`src/rtl/pc_ras.sv`:
```
// Program counter with halt/resume FSM, stall, jumps and a return-address stack.
// The RAS is a circular buffer, so overflow drops the oldest entry.
module pc_ras #(
  parameter int unsigned     PC_W      = 10,
  parameter int unsigned     RAS_DEPTH = 4,
  parameter logic [PC_W-1:0] RESET_PC  = '0,
  parameter bit              JMP_ABS   = 1'b0
) (
  input  logic                           clk,
  input  logic                           rst_n,
  input  logic                           stall,
  input  logic                           halt,
  input  logic                           resume,
  input  logic                           branch,
  input  logic                           jump,
  input  logic                           call,
  input  logic                           ret,
  input  logic [PC_W-1:0]                br_off,
  input  logic [PC_W-1:0]                jmp_off,
  output logic [PC_W-1:0]                pc,
  output logic                           halted,
  output logic [$clog2(RAS_DEPTH+1)-1:0] ras_count,
  output logic                           ras_ovf,
  output logic                           ras_unf
);

  localparam int unsigned CW = $clog2(RAS_DEPTH + 1);
  localparam int unsigned PW = (RAS_DEPTH > 1) ? $clog2(RAS_DEPTH) : 1;
  localparam logic [PW-1:0] LAST = PW'(RAS_DEPTH - 1);
  localparam logic [CW-1:0] FULL = CW'(RAS_DEPTH);

  typedef enum logic {
    RUN,
    HALTED
  } state_e;

  state_e state_q, state_d;

  logic [PC_W-1:0] pc_q, pc_d;
  logic [CW-1:0]   cnt_q, cnt_d;
  logic [PW-1:0]   tp_q, tp_d;
  logic            ovf_q, ovf_d;
  logic            unf_q, unf_d;
  logic            push;
  logic            active;

  logic [PC_W-1:0] mem_q [RAS_DEPTH];

  logic [PC_W-1:0] p1, tgt, btgt;
  logic [PW-1:0]   tp_inc, tp_dec;

  assign p1     = pc_q + PC_W'(1);
  assign tgt    = JMP_ABS ? jmp_off : p1 + jmp_off;
  assign btgt   = p1 + br_off;
  assign tp_inc = (tp_q == LAST) ? '0 : tp_q + PW'(1);
  assign tp_dec = (tp_q == '0) ? LAST : tp_q - PW'(1);
  assign active = (state_q == RUN) && !stall && !halt;

  always_ff @(posedge clk) begin
    if (!rst_n) begin
      state_q <= RUN;
    end else begin
      state_q <= state_d;
    end
  end

  always_comb begin
    state_d = state_q;
    unique case (state_q)
      RUN:    if (!stall && halt) state_d = HALTED;
      HALTED: if (resume) state_d = RUN;
      default: state_d = RUN;
    endcase
  end

  always_comb begin
    halted    = (state_q == HALTED);
    pc        = pc_q;
    ras_count = cnt_q;
    ras_ovf   = ovf_q;
    ras_unf   = unf_q;
  end

  // First matching control input wins; ret beats call.
  always_comb begin
    pc_d  = pc_q;
    cnt_d = cnt_q;
    tp_d  = tp_q;
    ovf_d = ovf_q;
    unf_d = unf_q;
    push  = 1'b0;
    if (active) begin
      priority case (1'b1)
        ret && (cnt_q != '0): begin
          pc_d  = mem_q[tp_q];
          tp_d  = tp_dec;
          cnt_d = cnt_q - CW'(1);
        end
        ret: begin
          pc_d  = p1;
          unf_d = 1'b1;
        end
        call: begin
          pc_d = tgt;
          tp_d = tp_inc;
          push = 1'b1;
          if (cnt_q == FULL) ovf_d = 1'b1;
          else cnt_d = cnt_q + CW'(1);
        end
        jump:    pc_d = tgt;
        branch:  pc_d = btgt;
        default: pc_d = p1;
      endcase
    end
  end

  always_ff @(posedge clk) begin
    if (!rst_n) begin
      pc_q  <= RESET_PC;
      cnt_q <= '0;
      tp_q  <= '0;
      ovf_q <= 1'b0;
      unf_q <= 1'b0;
    end else begin
      pc_q  <= pc_d;
      cnt_q <= cnt_d;
      tp_q  <= tp_d;
      ovf_q <= ovf_d;
      unf_q <= unf_d;
    end
  end

  always_ff @(posedge clk) begin
    if (rst_n && push) mem_q[tp_d] <= p1;
  end

endmodule

```
`config.mk`:
```
export PLATFORM = sky130hd
export DESIGN_NAME = pc_ras
export DESIGN_NICKNAME = d
export VERILOG_FILES = /design/src/rtl/pc_ras.sv
export SDC_FILE = /design/constraint.sdc
export NUM_CORES = 1
export LEC_CHECK = 0
export BUFFER_PORTS_ARGS = -buffer_cell sky130_fd_sc_hd__buf_2
export CORE_ASPECT_RATIO = 1.4
export CORE_MARGIN = 2
export CORE_UTILIZATION = 32
export CTS_CLUSTER_DIAMETER = 150
export DETAILED_ROUTE_END_ITERATION = 12
export PLACE_DENSITY = 0.6
export SYNTH_ARGS = -nofsm -noshare
export SYNTH_HDL_FRONTEND = slang
export SYNTH_SLANG_ARGS = --single-unit
```
`constraint.sdc`:
```
create_clock -name clk -period 4.6 [get_ports clk]
set_clock_uncertainty 0.2 [all_clocks]
set_input_delay 0.46 -clock clk [delete_from_list [all_inputs] [get_ports clk]]
set_output_delay 0.46 -clock clk [all_outputs]
set_load 0.02 [all_outputs]
```
==> flow_summary.toml, run 1 <==
[placement]
placed_cells_incl_taps = 517
placement.io_buffers = 44
detailed_place_hpwl_um = 7100
gpl.final_weighted_congestion = 0.883
pre_cts_slack_ps = 1260
postPlaceCellArea_mm2 = 0.00400

[sta]
max_slew.worst_pin.slew_ps = 1140
fmax_ghz = 0.292
hold_viol = 0
finalWorstPathRequiredPeriod_ps = 3430
timing.final.crit_share = 0.745
setup_slack_ps = 1170
slew_viol_final = 0
setup-tns-final_ps = 0
setup_viol_count_final = 0
max-slew-margin-rel = 0.239
setup_repair_after_global_routing_missed_its_margin = "false"

[power_and_ir_drop]
power.density_cell_area_mw_per_mm2 = 336
share_of_power_burned_in_the_clock_network = 0.410
share_comb_of_total_power = 0.179
p_int_w = 0.00106
max_ir_drop_vdd_mv = 0.180
power_dissipated_by_switching_net_loads_w = 0.000377
post-layout-total-power_w = 0.00143
swShare = 0.263
pwr-share-seq = 0.411
p_leak_nw = 1.71

[global_route]
overflow = 0
pin_count_of_the_biggest_net_entering_global_routing = 21
tot_gr_track_use = 0.165
grt_pass1_vias = 2840
antenna_violations_before_repair = 0
wire_length_of_the_first_global_routing_pass_um = 14800

[clock_tree]
ctsHtreeMaxLevel = 3
insertion_delay_ps = 330
cts.sinks = 58
post_cts.resized_instances = 0
deepest_clock_path_buffer_count = 2
holdBufCountCts = 0
number_of_buffers_inserted_during_clock_tree_synthesis = 9
clkSlewWorstSetupHoldPaths_ps = 50
tritoncts = "yes"
cts_root_buffer = "clkbuf_16"
post_cts.repair.setup_buffers = 0

[finish]
area_growth_pct = 17.7
drive_gt1_frac = 0.203
layout.filler_cells = 1127
final_area_mm2 = 0.00426
final-instance-count-excl-fill = 533
nNetsFinal = 436
multi_input_area_mm2 = 0.00196
diodes = 0
ff_latch_area_mm2 = 0.00156

[floorplan]
core_area_mm2 = 0.0112
floorplan.die_area_mm2 = 0.0122
die_x_um = 93.9
ios = 45
floorplan.initialDensity = 0.324
placement_rows = 46
chipHeight_um = 130

[critical_path]
worstPathCellList = "nand3_1, xnor2_1, ha_1, and2_4, a221o_1, or3_1, a311oi_1, a311o_1, a41oi_2"
worstPathMaxFanout = 8
r2r_start = "pc[2]"
critPathKind = "flip-flop to flip-flop"
cpMaxStageDelayCell = "xnor2_1"
regToRegEndpoint = "pc[5]"
end_kind = "flip-flop"
timing.critical_path.to = "pc[5]"
worstPathArrival_ps = 3420
ff2ff_setup_slack_ps = 1170
timing.critical_path.required_ps = 4590
setup.worst_path.start = "pc[2]"
timing.reg2reg.worst_path_depth = 9
crit_path_largest_cell_delay_ps = 600
kind_of_start_point_of_the_critical_path = "flip-flop"

[logic_synthesis]
yosysTopAreaCellShare = 0.332
yosysSeqAreaShare = 0.431
synth.distinct_cells = 60
synthTopCellsByArea = "edfxtp_1 33%, dfxtp_1 10%, ha_1 6.9%"
mappedNetlistArea_mm2 = 0.00362
yosysWarningCount = 0
yosysTopAreaCell = "edfxtp_1"
postSynthRegisterBits = 58
synth_common_cells = "40 x edfxtp_1, 30 x o21ai_0, 22 x nor2_1"
count_of_flip_flops_with_a_built_in_enable_after_synthesis = 40
synth_fp_nets = 390
synth.avg_cell_area_um2 = 10.7
synthArstFlopShare = 0
post_synth_inst_count = 338
synthMostInstantiatedCell = "edfxtp_1"
synth_flop_cell = "edfxtp_1"

[worst_hold_path]
holdCritPathClass = "input port to flip-flop"

[route]
first_pass_iters = 5
routed_wire_length_per_instance_um = 17.7
detailroute.via_count = 2795
detail_route.vias_per_cell = 5.24
post_detailed_route_drc_marker_count = 0
drtIter0Drc = 251
final_antenna_net_count = 0
routed_wl_um = 9440

[status]
run_status = "finished clean"

[flow_run]
cap_violations = 0
## worst min path at each step
stage	start	to	slack [ps]	depth (start not counted)
6_report	halt	halted	230	3
5_1_grt	halt	halted	240	3
4_1_cts	halt	halted	230	3
3_5_place_dp	ras_unf	ras_unf	260	1
3_3_place_gp	ras_unf	ras_unf	250	1
2_1_floorplan	ras_unf	ras_unf	390	1
## routing by layer
| layer | part of all wire | vias up | global-route usage |
|---|---|---|---|
| li1 | - | 1380 | - |
| met1 | 0.40 | 1325 | 0.193 |
| met2 | 0.53 | 80 | 0.291 |
| met3 | 0.052 | 10 | 0.0312 |
| met4 | 0.011 | 0 | 0.0733 |
| met5 | 0 | - | 0 |
## placed cells by master, fill, tap and decap left out, types with 4 or more instances in the layout
cell type | netlist | routed
buf_2 | 3 | 44
edfxtp_1 | 40 | 40
o21ai_0 | 30 | 30
nor2_1 | 22 | 22
a21oi_1 | 21 | 21
ha_1 | 20 | 20
nand2_1 | 19 | 19
dfxtp_1 | 18 | 18
inv_1 | 13 | 13
xor2_1 | 10 | 10
mux4_2 | 10 | 10
xnor2_1 | 9 | 9
clkbuf_16 | 0 | 9
nand3_1 | 8 | 8
nor2b_1 | 8 | 8
or3_1 | 6 | 6
nand2b_1 | 6 | 6
a31oi_1 | 6 | 6
and2_1 | 6 | 6
a21o_1 | 5 | 5
clkbuf_1 | 10 | 5
mux2i_1 | 4 | 4
o211ai_1 | 4 | 4
o21a_1 | 4 | 4
a22oi_1 | 4 | 4
buf_4 | 0 | 4
## power by group through the flow
stage	clock, W	sequential [W]	combinational, W
3_5_place_dp	0	0.000599	0.000255
6_report	0.000587	0.000590	0.000256
4_1_cts	0.000596	0.000590	0.000257
2_1_floorplan	0	0.000603	0.000176
3_3_place_gp	0	0.000599	0.000251
5_1_grt	0.000622	0.000591	0.000287
## layout make-up
class	count	share of cell area
Multi-Input combinational cell	254	0.460
Timing Repair Buffer	48	0.0587
Tap cell	144	0.0423
Sequential cell	58	0.367
Clock inverter	1	0.000881
Clock buffer	15	0.0605
Inverter	13	0.0115
## cells by family after synthesis
| group | after synthesis | synth area share |
|---|---|---|
| xor+xnor | 20 | 0.0522 |
| mux | 15 | 0.0764 |
| flops | 58 | 0.431 |
| compound gates | 100 | 0.182 |
| buf+inv | 26 | 0.0280 |
| fa+ha+maj | 23 | 0.0857 |
| simple gates | 96 | 0.144 |
## metrics by stage
step           hold WS [ps]  utilization
2_1_floorplan           393            -
3_3_place_gp            246        0.358
3_5_place_dp            261        0.358
4_1_cts                 232        0.382
5_1_grt                 236        0.382
6_report                234        0.382
## registers in the layout, indices dropped and copies added (netlist names)
| register | flops |
|---|---|
| ras_ovf | 1 |
| ras_count | 3 |
| halted | 1 |
| pc | 10 |
| tp_q | 2 |
| mem_q | 40 |
| ras_unf | 1 |
## worst max-delay path, delay by kind of cell, from the launching register on
family	cells	cell delay, ps
compound gates	4	940
simple gates	3	640
xor+xnor	1	600
flops	1	510
fa+ha+maj	1	400
(Power assumes the default switching activity.)
==> run 2, diff against run 1 <==
- ABC_AREA: not set -> 1
- clock period: 4.6 -> 3.3 ns (I/O delays scaled with it)
==> flow_summary.toml, run 2 <==
[finish]
multi_input_area_mm2 = 0.00188
layout.filler_cells = 1199
drive_gt1_frac = 0.177
nNetsFinal = 567
diodes = 0
ff_latch_area_mm2 = 0.00156
finalCoreUtilization = 0.393
most_common_library_cell_in_the_layout_ignoring_fill_and_taps = "nand2_1"
top_register = "mem_q"
commonest_cells_after_routing_fill_and_taps_aside = "106 x nand2_1, 46 x inv_1, 44 x buf_2"
area_growth_pct = 19.9
largest_register_ffs = 40

[sta]
finalWorstPathRequiredPeriod_ps = 3110
hold_viol = 0
max_slew.worst_pin.slew_ps = 483
timing.final.crit_share = 0.942
setup_viol_count_final = 0
max-slew-margin-rel = 0.678
slew_viol_final = 0
fmax_ghz = 0.322
setup-tns-final_ps = 0
setup_repair_after_global_routing_missed_its_margin = "false"
setup_slack_ps = 191

[logic_synthesis]
synth_fp_nets = 510
synthArstFlopShare = 0
synth.distinct_cells = 41
count_of_flip_flops_with_a_built_in_enable_after_synthesis = 40
synth_flop_cell = "edfxtp_1"
postSynthRegisterBits = 58
synth.avg_cell_area_um2 = 8.07
yosysTopAreaCell = "edfxtp_1"
yosysSeqAreaShare = 0.422
yosysTopAreaCellShare = 0.325
synthTopCellsByArea = "edfxtp_1 32%, nand2_1 11%, dfxtp_1 9.7%"
synth_common_cells = "106 x nand2_1, 46 x inv_1, 40 x edfxtp_1"
synthMostInstantiatedCell = "nand2_1"
post_synth_inst_count = 458
yosysWarningCount = 0
mappedNetlistArea_mm2 = 0.00370

[floorplan]
placement_rows = 46
die_x_um = 94.8
core_area_mm2 = 0.0113
ios = 45
floorplan.die_area_mm2 = 0.0124
floorplan.initialDensity = 0.328
chipHeight_um = 131

[critical_path]
critPathKind = "flip-flop to flip-flop"
worstPathMaxFanout = 8
worstPathArrival_ps = 3170
kind_of_start_point_of_the_critical_path = "flip-flop"
ff2ff_setup_slack_ps = 190
timing.critical_path.required_ps = 3360
end_kind = "flip-flop"

[global_route]
antenna_violations_before_repair = 0
grt_pass1_vias = 3475
overflow = 0
tot_gr_track_use = 0.182
pin_count_of_the_biggest_net_entering_global_routing = 23
wire_length_of_the_first_global_routing_pass_um = 17500

[clock_tree]
number_of_buffers_inserted_during_clock_tree_synthesis = 9
deepest_clock_path_buffer_count = 2
clkSlewWorstSetupHoldPaths_ps = 50
ctsHtreeMaxLevel = 3
tritoncts = "yes"
cts_root_buffer = "clkbuf_16"
post_cts.repair.setup_buffers = 0
insertion_delay_ps = 320
cts.sinks = 58
holdBufCountCts = 0
post_cts.resized_instances = 0

[route]
drtIter0Drc = 162
post_detailed_route_drc_marker_count = 0
detailroute.via_count = 3466
detail_route.vias_per_cell = 5.22
first_pass_iters = 6
routed_wire_length_per_instance_um = 16.1
final_antenna_net_count = 0
routed_wl_um = 10700

[worst_hold_path]
holdCritPathClass = "input port to flip-flop"

[power_and_ir_drop]
p_leak_nw = 2.02
max_ir_drop_vdd_mv = 0.254
power.density_cell_area_mw_per_mm2 = 477

[flow_run]
cap_violations = 0

[placement]
placement.io_buffers = 44
detailed_place_hpwl_um = 8340
pre_cts_slack_ps = 247
gpl.final_weighted_congestion = 1.03

[status]
run_status = "finished clean"
-- run 2: cell count changes in the layout (fill, tap and decap cells not counted), sizes merged, moves of 18 or more --
cell   before  now
nand3       9   37
a21oi      21   39
inv        13   50
nor2       22   43
nand2      19  110
-- run 2: per-layer routing --
layer,GRT usage,vias to the layer above,part of all wire
li1,-,1694,-
met3,0.0338,38,0.044
met4,0.0966,0,0.046
met5,0,-,0
met1,0.198,1615,0.38
met2,0.325,119,0.53
-- run 2: logic make-up after synthesis --
group / Yosys count / share of synthesized area
buffers and inverters: 64 / 0.0684
DFF: 58 / 0.422
xor gates and xnor gates: 7 / 0.0186
AOI/OAI and AO/OA: 102 / 0.162
and+or+nand+nor: 204 / 0.245
adders and majority gates: 23 / 0.0840
-- run 2: final timing paths --
path,startpoint,endpoint,cells after the start
max,pc[0],pc[6],16
min,resume,halted,4
min reg2reg,ras_unf,ras_unf,2
max reg2reg,pc[0],pc[6],16
-- run 2: stage by stage --
step / cells / total power, W / area [um^2] / hold slack, ps
after floorplan: 458 / 0.00110 / 3700 / 268
after CTS: 664 / 0.00212 / 4430 / 48.6
after global placement: 648 / 0.00122 / 4140 / 254
final: 664 / 0.00212 / 4430 / 55.7
after global routing: 664 / 0.00221 / 4430 / 76.5
after detailed placement: 648 / 0.00123 / 4140 / 262
-- run 2: where the power goes --
group	total, W	internal, W	switching, W
combinational	0.000407	0.000140	0.000267
sequential	0.000815	0.000798	0.0000165
clock	0.000894	0.000600	0.000294
total	0.00212	0.00154	0.000578
-- run 2: final cells by class --
type,instances,area share
clock buffer,13,0.0564
sequential,58,0.352
inverter,52,0.0440
tap,144,0.0406
clock inverter,3,0.00875
multi-input combinational,336,0.424
timing repair buffer,58,0.0734
-- run 2: critical path, stage by stage (launching register included) --
cell and delay [ps]:
dfxtp_1 310, buf_4 170, inv_1 220, nor2_1 100, or2_2 270, nand2_1 80
inv_1 140, ha_1 400, nand3_1 90, nand2_1 170, nand2_1 120, nand2_1 110
a21oi_1 80, or2_2 280, nand3_1 70, nand3_1 90, a21oi_1 140
==> run 3, diff against run 2 <==
- CELL_PAD_IN_SITES_DETAIL_PLACEMENT: not set -> 0
- CELL_PAD_IN_SITES_GLOBAL_PLACEMENT: not set -> 1
- PLACE_DENSITY: 0.6 -> 0.73
==> flow_summary.toml, run 3 (synthesized netlist as in run 2, its figures left out) <==
[route]
drtIter0Drc = 138
first_pass_iters = 4
post_detailed_route_drc_marker_count = 0
detailroute.via_count = 3351
routed_wl_um = 10700
detail_route.vias_per_cell = 5.05
routed_wire_length_per_instance_um = 16.1
final_antenna_net_count = 0

[global_route]
wire_length_of_the_first_global_routing_pass_um = 17300
pin_count_of_the_biggest_net_entering_global_routing = 23
antenna_violations_before_repair = 0
overflow = 0
tot_gr_track_use = 0.184
grt_pass1_vias = 3489

[finish]
largest_register_ffs = 40
most_common_library_cell_in_the_layout_ignoring_fill_and_taps = "nand2_1"
nNetsFinal = 566
diodes = 0
commonest_cells_after_routing_fill_and_taps_aside = "106 x nand2_1, 46 x inv_1, 44 x buf_2"
drive_gt1_frac = 0.181
finalCoreUtilization = 0.395
top_register = "mem_q"
area_growth_pct = 20.6

[clock_tree]
clkSlewWorstSetupHoldPaths_ps = 50
insertion_delay_ps = 320
number_of_buffers_inserted_during_clock_tree_synthesis = 9
cts.sinks = 58
cts_root_buffer = "clkbuf_16"
deepest_clock_path_buffer_count = 2
tritoncts = "yes"
ctsHtreeMaxLevel = 3

[critical_path]
ff2ff_setup_slack_ps = 230
kind_of_start_point_of_the_critical_path = "flip-flop"
r2r_start = "pc[0]"
crit_path_largest_cell_delay_ps = 410
critPathKind = "flip-flop to flip-flop"
worstPathArrival_ps = 3130
regToRegEndpoint = "pc[9]"
end_kind = "flip-flop"
worstPathCellList = "ha_1, nand3_2, nor2_4, nand2_2, nor2_4, xor2_4, ha_1, nand2_1, inv_1, a21boi_0, nand3_1, nand3_1, nand3_1, nand2_1, nand2_1, a21oi_2"
worstPathMaxFanout = 8
timing.critical_path.required_ps = 3360
timing.reg2reg.worst_path_depth = 16
cpMaxStageDelayCell = "dfxtp_1"

[sta]
setup_repair_after_global_routing_missed_its_margin = "false"
setup_viol_count_final = 0
max_slew.worst_pin.slew_ps = 558
hold_viol = 0
max-slew-margin-rel = 0.628
finalWorstPathRequiredPeriod_ps = 3070
setup-tns-final_ps = 0
timing.final.crit_share = 0.931
slew_viol_final = 0
fmax_ghz = 0.325

[power_and_ir_drop]
max_ir_drop_vdd_mv = 0.227
power.density_cell_area_mw_per_mm2 = 485
post-layout-total-power_w = 0.00216
p_leak_nw = 2.03

[floorplan]
die_x_um = 94.8
placement_rows = 46
floorplan.initialDensity = 0.328
ios = 45
floorplan.die_area_mm2 = 0.0124
core_area_mm2 = 0.0113
chipHeight_um = 131

[flow_run]
cap_violations = 0

[placement]
placement.io_buffers = 44
detailed_place_hpwl_um = 8510
gpl.final_weighted_congestion = 0.892

[status]
run_status = "finished clean"

[worst_hold_path]
holdCritPathClass = "input port to flip-flop"
worstHoldEndpoint = "halted"
holdCritStartpoint = "resume"
hold_path_depth = 4
==> run 3: final cells by class <==
cell class	instances	area [um^2]
timing repair buffer	57	318
fill	1193	6820
clock buffer	9	225
sequential	58	1560
inverter	52	195
tap	144	180
multi-input combinational	336	1890
clock inverter	7	83.8
==> run 3: critical path, delay by kind of cell (launching register included) <==
family	cells	cell delay, ps
and+or+nand+nor	10	1100
DFF	1	410
xor gates and xnor gates	1	260
AOI/OAI and AO/OA	2	450
adders and majority gates	2	540
buffers and inverters	1	40
==> run 3: power breakdown <==
| part | switching [W] | leakage, nW | internal [W] | total (W) |
|---|---|---|---|---|
| Combinational | 0.000261 | 1.35 | 0.000139 | 0.000400 |
| Sequential | 0.0000196 | 0.522 | 0.000798 | 0.000818 |
| Clock | 0.000295 | 0.156 | 0.000650 | 0.000945 |
==> run 3: timing repair <==
action	4_1_cts	5_1_grt
endpoints found under the setup margin	0	1
hold buffers	0	0
endpoints found under the hold margin	0	0
buffers inserted	0	0
resized for setup	0	1
==> run 3: through the flow <==
step / instance area [um^2] / instances / hold slack (ps) / worst slack [ps]
after floorplan: 3700 / 458 / 268 / 489
after global placement: 4140 / 647 / 250 / 269
after detailed placement: 4140 / 647 / 259 / 190
after CTS: 4450 / 663 / 58.5 / 174
after global routing: 4460 / 663 / 75.7 / 11.3
final: 4460 / 663 / 60.0 / 227
==> run 3: per-layer routing <==
metal,up-vias,GRT usage,share of wire
met5,-,0,0
met2,74,0.342,0.57
li1,1690,-,-
met4,0,0.0910,0.034
met3,20,0.0304,0.028
met1,1567,0.193,0.37
==> run 3: how the worst max path moves through the flow <==
stage,from,cells past startpoint,endpoint
final,pc[0],16,pc[9]
after global placement,pc[0],15,pc[9]
after floorplan,pc[0],18,pc[9]
after CTS,pc[0],16,pc[9]
after detailed placement,pc[0],16,pc[9]
after global routing,pc[0],16,pc[9]
